### src/rtl/audio_pkg.sv
// Shared types and constants for the tone sequencer: FSM states, the
// constant note table, and the noise-step marker and LFSR seed.
package audio_pkg;

  typedef enum logic {IDLE, PLAY} state_t;

  localparam int          DEFAULT_SEQ_LEN = 16;
  localparam int          INC_W           = 16;
  localparam logic [15:0] NOISE_INC       = 16'hFFFF;
  localparam logic [15:0] LFSR_SEED       = 16'hACE1;

  // Phase increment for each sequence step. Zero marks a rest and
  // NOISE_INC marks a noise step. The first four entries form a short
  // loop that still makes sense when the sequence is cut to four steps.
  function automatic logic [INC_W-1:0] note_inc(input logic [7:0] idx);
    logic [INC_W-1:0] inc;
    case (idx)
      8'd0:    inc = 16'h4000;
      8'd1:    inc = 16'h0000;
      8'd2:    inc = 16'h8000;
      8'd3:    inc = NOISE_INC;
      8'd4:    inc = 16'h0A00;
      8'd5:    inc = 16'h0B40;
      8'd6:    inc = 16'h0CA0;
      8'd7:    inc = 16'h0000;
      8'd8:    inc = 16'h0D70;
      8'd9:    inc = 16'h0F00;
      8'd10:   inc = 16'h10E0;
      8'd11:   inc = NOISE_INC;
      8'd12:   inc = 16'h1400;
      8'd13:   inc = 16'h10E0;
      8'd14:   inc = 16'h0D70;
      8'd15:   inc = 16'h0000;
      default: inc = 16'h0000;
    endcase
    return inc;
  endfunction

endpackage

### src/rtl/sample_tick_gen.sv
// Frame divider: counts clocks within one PWM frame and pulses tick on the
// last clock of each frame. The count is held at zero whenever run is low
// so every new run starts a fresh, full-length frame.
module sample_tick_gen #(
  parameter int PWM_PERIOD = 255
) (
  input  logic clk,
  input  logic rst_n,
  input  logic run,
  output logic tick
);

  localparam int DIV_W = (PWM_PERIOD > 1) ? $clog2(PWM_PERIOD) : 1;
  localparam logic [DIV_W-1:0] DIV_LAST = DIV_W'(PWM_PERIOD - 1);

  logic [DIV_W-1:0] div;

  assign tick = run && (div == DIV_LAST);

  // Frame counter: wraps at the end of the frame, cleared when not running.
  always_ff @(posedge clk) begin
    if (!rst_n || !run) begin
      div <= '0;
    end else if (div == DIV_LAST) begin
      div <= '0;
    end else begin
      div <= div + 1'b1;
    end
  end

endmodule

### src/rtl/tone_sequencer.sv
// Looping note sequencer producing one enveloped square-wave sample per PWM
// frame for the 8-bit PWM DAC. Optional noise steps are enabled by defining
// AUDIO_NOISE_EN; without it, noise steps play as rests.
module tone_sequencer
  import audio_pkg::*;
#(
  parameter int PWM_PERIOD   = 255,
  parameter int PHASE_W      = 16,
  parameter int NOTE_SAMPLES = 4096,
  parameter int ENV_DIV      = 16,
  parameter int SEQ_LEN      = DEFAULT_SEQ_LEN
) (
  input  logic                       clk,
  input  logic                       rst_n,
  input  logic                       enable,
  output logic [7:0]                 sample,
  output logic                       sample_strobe,
  output logic [$clog2(SEQ_LEN)-1:0] note_idx
);

  localparam int IDX_W  = $clog2(SEQ_LEN);
  localparam int NOTE_W = (NOTE_SAMPLES > 1) ? $clog2(NOTE_SAMPLES) : 1;
  localparam int ENV_W  = (ENV_DIV > 1) ? $clog2(ENV_DIV) : 1;
  localparam logic [NOTE_W-1:0] NOTE_LAST = NOTE_W'(NOTE_SAMPLES - 1);
  localparam logic [ENV_W-1:0]  ENV_LAST  = ENV_W'(ENV_DIV - 1);
  localparam logic [IDX_W-1:0]  IDX_LAST  = IDX_W'(SEQ_LEN - 1);

  state_t              state;
  logic                run;
  logic                tick;
  logic [PHASE_W-1:0]  phase;
  logic [7:0]          env;
  logic [ENV_W-1:0]    env_cnt;
  logic [NOTE_W-1:0]   note_cnt;
  logic [INC_W-1:0]    raw_inc;
  logic                is_noise;
  logic [PHASE_W-1:0]  step_inc;
  logic [7:0]          tone_sample;
  logic [7:0]          next_sample;

  // The divider only runs while playing and enable is still high, so the
  // frame count is already cleared on the edge that leaves PLAY.
  assign run = (state == PLAY) && enable;

  sample_tick_gen #(
    .PWM_PERIOD(PWM_PERIOD)
  ) u_tick (
    .clk  (clk),
    .rst_n(rst_n),
    .run  (run),
    .tick (tick)
  );

  assign raw_inc     = note_inc(8'(note_idx));
  assign is_noise    = (raw_inc == NOISE_INC);
  assign step_inc    = is_noise ? '0 : PHASE_W'(raw_inc);
  assign tone_sample = phase[PHASE_W-1] ? env : 8'h00;

`ifdef AUDIO_NOISE_EN
  logic [15:0] lfsr;

  assign next_sample = is_noise ? (lfsr[7:0] & env) : tone_sample;

  // Noise source: reseeded on entry to PLAY, stepped once per sample.
  always_ff @(posedge clk) begin
    if (!rst_n) begin
      lfsr <= LFSR_SEED;
    end else if (state == IDLE && enable) begin
      lfsr <= LFSR_SEED;
    end else if (run && tick) begin
      lfsr <= {lfsr[14:0], lfsr[15] ^ lfsr[13] ^ lfsr[12] ^ lfsr[10]};
    end
  end
`else
  assign next_sample = is_noise ? 8'h00 : tone_sample;
`endif

  // Playback FSM with phase, envelope and sequence stepping on each frame tick.
  always_ff @(posedge clk) begin
    if (!rst_n) begin
      state         <= IDLE;
      sample        <= 8'h00;
      sample_strobe <= 1'b0;
      note_idx      <= '0;
      phase         <= '0;
      env           <= 8'hFF;
      env_cnt       <= '0;
      note_cnt      <= '0;
    end else begin
      sample_strobe <= 1'b0;
      case (state)
        IDLE: begin
          if (enable) begin
            state    <= PLAY;
            note_cnt <= '0;
            note_idx <= '0;
            phase    <= '0;
            env      <= 8'hFF;
            env_cnt  <= '0;
          end
        end
        PLAY: begin
          if (!enable) begin
            state  <= IDLE;
            sample <= 8'h00;
          end else if (tick) begin
            sample_strobe <= 1'b1;
            sample        <= next_sample;
            if (note_cnt == NOTE_LAST) begin
              note_cnt <= '0;
              note_idx <= (note_idx == IDX_LAST) ? '0 : note_idx + 1'b1;
              phase    <= '0;
              env      <= 8'hFF;
              env_cnt  <= '0;
            end else begin
              note_cnt <= note_cnt + 1'b1;
              phase    <= phase + step_inc;
              if (env_cnt == ENV_LAST) begin
                env_cnt <= '0;
                if (env != 8'h00) begin
                  env <= env - 1'b1;
                end
              end else begin
                env_cnt <= env_cnt + 1'b1;
              end
            end
          end
        end
        default: state <= IDLE;
      endcase
    end
  end

endmodule

### config.mk
export PLATFORM = sky130hd
export DESIGN_NAME = tone_sequencer
export DESIGN_NICKNAME = d
export VERILOG_FILES = /design/src/rtl/audio_pkg.sv /design/src/rtl/sample_tick_gen.sv /design/src/rtl/tone_sequencer.sv
export SDC_FILE = /design/constraint.sdc
export NUM_CORES = 1
export LEC_CHECK = 0
export CAP_MARGIN = 20
export CORE_UTILIZATION = 60
export CTS_CLUSTER_SIZE = 28
export DETAILED_ROUTE_END_ITERATION = 8
export PLACE_DENSITY = 0.79
export SLEW_MARGIN = 10
export SYNTH_ARGS = -nofsm -noshare
export SYNTH_HDL_FRONTEND = slang
export SYNTH_SLANG_ARGS = --single-unit
### constraint.sdc
create_clock -name clk -period 4.2 [get_ports clk]
set_input_delay 0.42 -clock clk [delete_from_list [all_inputs] [get_ports clk]]
set_output_delay 0.42 -clock clk [all_outputs]
set_load 0.005 [all_outputs]
# After elaboration in Yosys (flattened, before gate mapping)

Memory sizes are Yosys's and may differ from the RTL's. A register that Yosys moved wholly into a read port is not among the register bits.
Cells that the tools add are included.

Bits in registers: 62
Latch bits: 0
Bits in writable memories: 0
Bits in read-only memories: 256
Bits of input ports: 3
Output and inout bits: 13
Logic and storage cells: 78
Memories: 1

Memory list:

| name             | words | width | read ports | clocked after memory_dff | write ports | RTL line        | RTL |
|---|---|---|---|---|---|---|---|
| (name not given) | 16    | 16    | 1          | 1                        | 0           | audio_pkg.sv:17 | `case (idx)` |

Add/sub/neg operators: 6
Multiply operators: 0
Div/mod/pow operators: 0
$lt $le $gt $ge: 0
Eq/ne operators: 12
Shift-type cells: 0
Multiplexer cells: 37
Bitwise operators: 1
Reductions and logical operators: 12

Operators by type and width:

| cell                                                               | number |
|---|---|
| 16-bit two-way mux                                                 | 5 |
| 8-bit two-way mux                                                  | 10 |
| 12-bit two-way mux                                                 | 4 |
| 4-bit two-way mux                                                  | 11 |
| 16-bit one-hot mux with 2 select lines                             | 1 |
| 12-bit one-hot mux with 2 select lines                             | 1 |
| 16-bit adder                                                       | 1 |
| 16-bit == test, second input constant                              | 1 |
| 4-bit one-hot mux with 2 select lines                              | 2 |
| 8-bit one-hot mux with 2 select lines                              | 1 |
| 12-bit by 1-bit adder with 12-bit output, second input constant    | 1 |
| 12-bit == test, second input constant                              | 1 |
| 4-bit by 1-bit adder with 4-bit output, second input constant      | 2 |
| 8-bit by 1-bit adder with 8-bit output, second input constant      | 1 |
| 4-bit == test, second input constant                               | 2 |
| 8-bit == test, second input constant                               | 1 |
| 8-bit nonzero test                                                 | 1 |
| 8-bit by 1-bit subtractor with 8-bit output, second input constant | 1 |
| 2-bit by 1-bit != test with 1-bit output, second input constant    | 3 |
| 3-bit by 1-bit != test with 1-bit output, second input constant    | 2 |
| 3-bit AND reduction                                                | 2 |
| 5-bit AND reduction                                                | 1 |
| 2-bit != test, second input constant                               | 2 |
| 4-bit AND reduction                                                | 1 |
| 7 further kinds                                                    | 10 |

# Logic depth before layout (Yosys ltp)

Depth in word-level cells: 8
Depth in mapped cells: 14
Gate-level depth less buffers: 14

# Hierarchy

Synthesis repeated with hierarchy kept, for this count alone.

Cells, all modules: 501
Area total of the unflattened synthesis: 4,215.3 um^2

Modules (own cells, without submodules):

| module          | instances | cells each | area each (um^2) | sequential area each (um^2) |
|---|---|---|---|---|
| tone_sequencer  | 1         | 460        | 3,852.4          | 1,321.3 |
| sample_tick_gen | 1         | 41         | 362.8            | 160.2 |

# Worst setup path before layout

No wires, ideal clock.

Kind: register to register
Start: register raw_inc[15] (netlist name)
End: register phase[12]
Setup time: 117 ps
Data arrival time: 2,805 ps
Required time: 4,083 ps
Slack: 1,277 ps
Cell stages (with the launch flop): 14
Path buffers: 0
Clock period less this slack: 2,923 ps
Cell sequence: dfxtp_1 -> nand3_1 -> nor3_1 -> nand2b_2 -> inv_1 -> ha_1 -> ha_1 -> or3_1 -> o311a_1 -> o221ai_2 -> a211oi_1 -> o21a_1 -> or3_1 -> a32o_1

Cells in the longest elaborated chain, start to end: 7

RTL lines:

| item                                   | RTL line              | RTL |
|---|---|---|
| 16-bit == test                         | tone_sequencer.sv:55  | `assign is_noise = (raw_inc == NOISE_INC);` |
| 16-bit two-way mux                     | tone_sequencer.sv:56  | `assign step_inc = is_noise ? '0 : PHASE_W'(raw_inc);` |
| 16-bit adder                           | tone_sequencer.sv:117 | `phase <= phase + step_inc;` |
| 16-bit two-way mux                     | tone_sequencer.sv:109 | `if (note_cnt == NOTE_LAST) begin` |
| 16-bit two-way mux                     | tone_sequencer.sv:106 | `end else if (tick) begin` |
| 16-bit two-way mux                     | tone_sequencer.sv:103 | `if (!enable) begin` |
| 16-bit one-hot mux with 2 select lines | tone_sequencer.sv:91  | `case (state)` |
| to (signal assigned)                   | tone_sequencer.sv:117 |  |
| to (decl)                              | tone_sequencer.sv:31  | `logic [PHASE_W-1:0] phase;` |

No other way between the ends. The select of a mux whose other input is x is not followed.
A chain may end at the register's enable or synchronous reset.

# Worst setup path in the final report

Start: register raw_inc[14] (netlist name)
End: register phase[14]

Cells in the longest elaborated chain, start to end: 7

RTL lines:

| item                                       | RTL line |
|---|---|
| 16-bit == test                             | tone_sequencer.sv:55 |
| 16-bit two-way mux (*)                     | tone_sequencer.sv:56 |
| 16-bit adder (*)                           | tone_sequencer.sv:117 |
| 16-bit two-way mux (*)                     | tone_sequencer.sv:109 |
| 16-bit two-way mux (*)                     | tone_sequencer.sv:106 |
| 16-bit two-way mux (*)                     | tone_sequencer.sv:103 |
| 16-bit one-hot mux with 2 select lines (*) | tone_sequencer.sv:91 |

Every way passes the cells marked *; elsewhere a longest branch is shown, timed or not. The select of a mux whose other input is x is not followed.

==> flow_metrics.env <==
export IMPL_fin_crit_sh=0.772
export IMPL_totalWireLength_mm=8.40
export IMPL_synth_enable_flop_cells=0
export IMPL_grt_pass1_vias=3107
export IMPL_chipHeight_um=84.7
export IMPL_wl_per_cell_um=14.6
export IMPL_area_growth_pct=9.47
export IMPL_hpwlAfterDp_mm=6.06
export IMPL_boundaryPins=16
export IMPL_h_tree_depth=3
export IMPL_cp_end_kind="flop"
export IMPL_drc=2
export IMPL_start_util=0.632
export IMPL_cts_repair_resized=0
export IMPL_rsz0062_at_grt="no"
export IMPL_ys_warn_count=0
export IMPL_worstPathArrival_ns=3.50
export IMPL_viasPerCell=5.92
export IMPL_setup_violations=0
export IMPL_crit_buf_inv=1
export IMPL_worst_slew_pin_slew_ns=0.937
export IMPL_hold_viol_final=0
export IMPL_syn_inst=478
export IMPL_cts_tree="yes"
export IMPL_p_per_area_nw_per_um2=297
export IMPL_ys_types=59
export IMPL_syn_cell_area_um2=4110
export IMPL_gp_routability_congestion=0.940
export IMPL_clock_latency_ns=0.36
export IMPL_syn_avg_cell_area_um2=8.59
export IMPL_synth_ff_latch_count=74
export IMPL_drt_iter0_drc=285
export IMPL_via_count=3399
export IMPL_crit_chain="nand4_1 > nor3_1 > nand2b_2 > inv_2 > nand2b_1 > nand2_1 > ha_1 > or3_1 > o311a_1 > o221ai_2 > a211oi_1 > o311ai_1 > nand3_1 > a32o_1"
export IMPL_detail_route_antenna_nets=0
export IMPL_critPathKind="flop to flop"
export IMPL_grt_max_degree=20
export IMPL_synth_ff_type="dfxtp_1"
export IMPL_rows=29
export IMPL_synth_async_sr_flop_share=0
export IMPL_hold_buffers=0
export IMPL_hp_class="flop to flop"
export IMPL_status="finished, violations left"
export IMPL_synth_top_area_frac=0.361
export IMPL_cp_max_fo=7
export IMPL_maxClockFrequency_ghz=0.309
export IMPL_synth_area_top_cells="dfxtp_1, ha_1, mux2i_1"
export IMPL_crit_family="simple AND/OR/NAND/NOR gates"
export IMPL_numCtsBuffers=9
export IMPL_slew_headroom=0.370
export IMPL_cts_setup_buffers=0
export IMPL_antenna_cells=0
export IMPL_clockBufferDepth=2
export IMPL_yosysSeqAreaShare=0.361
export IMPL_grt_total_usage=0.249
export IMPL_clk_pin_slew_worst_paths_ns=0.09
export IMPL_power_leakage_nw=1.84
export IMPL_failed_checks="DRC"
export IMPL_layout_drive_gt1_share=0.0644
export IMPL_finalNonFillerCells=574
export IMPL_placed_cells=558
export IMPL_grt_pass1_wl_mm=14.3
export IMPL_finalSetupTns_ns=0
export IMPL_slowest_delay_ns=0.39
export IMPL_die_w_um=84.7
export IMPL_cap_violations=0
export IMPL_overflow=0
export IMPL_yosysTopAreaCell="dfxtp_1"
export IMPL_core_area_um2=6490
export IMPL_report_final_slew_viol_count=0
export IMPL_finalClockSkew_ns=0.0135
export IMPL_slowest_stage="o311ai_1"
export IMPL_nets=521
export IMPL_critPathRequiredTime_ns=4.46
export IMPL_cts_root_buf="clkbuf_8"
export IMPL_dr_pass1_iters=7
export IMPL_cts_num_sinks=74
export IMPL_start_kind="flop"
export IMPL_post_route_min_period_ns=3.24
export IMPL_antenna_found_initial=0
export IMPL_die_area_um2=7180
export IMPL_synth_nets=507
export IMPL_portBuffers=15
export IMPL_vdd_drop_max_mv=0.197
==> layer usage <==
metal	track usage	vias up	part of all wire
met5	0	-	0
met4	0.0847	0	0.013
li1	-	1733	-
met2	0.399	68	0.45
met3	0.0580	13	0.040
met1	0.332	1585	0.50
==> state kept, by name, summed over array words and instances (netlist names) <==
name / count
phase: 16
note_cnt: 12
raw_inc: 12
env: 8
sample: 8
u_tick.div: 8
env_cnt: 4
note_idx: 4
sample_strobe: 1
state: 1
==> layout by cell type (no fill, tap or decap), drive strengths merged, types with 9 or more instances in the layout <==
| cell | Yosys | routed |
|---|---|---|
| o21ai | 23 | 23 |
| dfxtp | 74 | 74 |
| mux2i | 18 | 18 |
| clkbuf | 11 | 9 |
| nand3 | 17 | 17 |
| ha | 26 | 26 |
| a22oi | 13 | 13 |
| inv | 30 | 34 |
| nand2 | 43 | 43 |
| a21oi | 19 | 19 |
| clkdlybuf4s50 | 0 | 15 |
| nand4 | 12 | 12 |
| and2 | 18 | 18 |
| nor2 | 39 | 39 |
| xnor2 | 9 | 9 |
| nor2b | 14 | 14 |
| or3 | 10 | 10 |
| xor2 | 16 | 16 |
==> cell usage after synthesis, drive strengths merged (8+ instances only) <==
cell	number
mux2i	18
nand3	17
o21ai	23
nand2	43
xor2	16
clkbuf	11
xnor2	9
or3	10
a22oi	13
dfxtp	74
ha	26
nand4	12
and2	18
a21o	8
nor2b	14
inv	30
nor2	39
a21oi	19
==> logic make-up after synthesis <==
logic type                 Yosys count  share of synthesized area
and+or+nand+nor                    182                      0.227
AOI/OAI and AO/OA                  107                      0.186
DFF                                 74                      0.361
buffers and inverters               46                     0.0503
adders and majority gates           26                     0.0792
xor gates and xnor gates            25                     0.0533
muxes                               18                     0.0439
==> metrics by stage <==
| step | cell area [um^2] | power, mW | hold slack [ns] | setup slack [ns] | util |
|---|---|---|---|---|---|
| 2_1_floorplan | 4110 | 0.752 | 0.430 | 1.28 | - |
| 3_3_place_gp | 4290 | 0.763 | 0.442 | 1.06 | 0.661 |
| 3_5_place_dp | 4290 | 0.763 | 0.452 | 0.941 | 0.661 |
| 4_1_cts | 4500 | 1.34 | 0.469 | 1.00 | 0.692 |
| 5_1_grt | 4500 | 1.38 | 0.493 | 0.681 | 0.692 |
| 6_report | 4500 | 1.33 | 0.471 | 0.959 | 0.692 |
==> where the power goes <==
group / internal (mW) / total, mW / switching [mW]
combinational: 0.0133 / 0.0405 / 0.0272
clock: 0.285 / 0.588 / 0.303
sequential: 0.703 / 0.707 / 0.00347
==> worst paths after layout <==
path,from,endpoint,slack [ns],cells past startpoint
hold / removal,u_tick.div[0],u_tick.div[0],0.47,1
setup reg to reg,raw_inc[14],phase[14],0.96,14
setup / recovery,raw_inc[14],phase[14],0.96,14
hold reg to reg,u_tick.div[0],u_tick.div[0],0.47,1
==> area by class of cell <==
class	instances	area, um^2
Clock inverter	7	82.6
Sequential cell	74	1480
Timing Repair Buffer	19	180
Inverter	30	113
Tap cell	77	96.3
Fill cell	514	2000
Clock buffer	9	124
Multi-Input combinational cell	358	2420
Power figures use the tool's default switching activity.
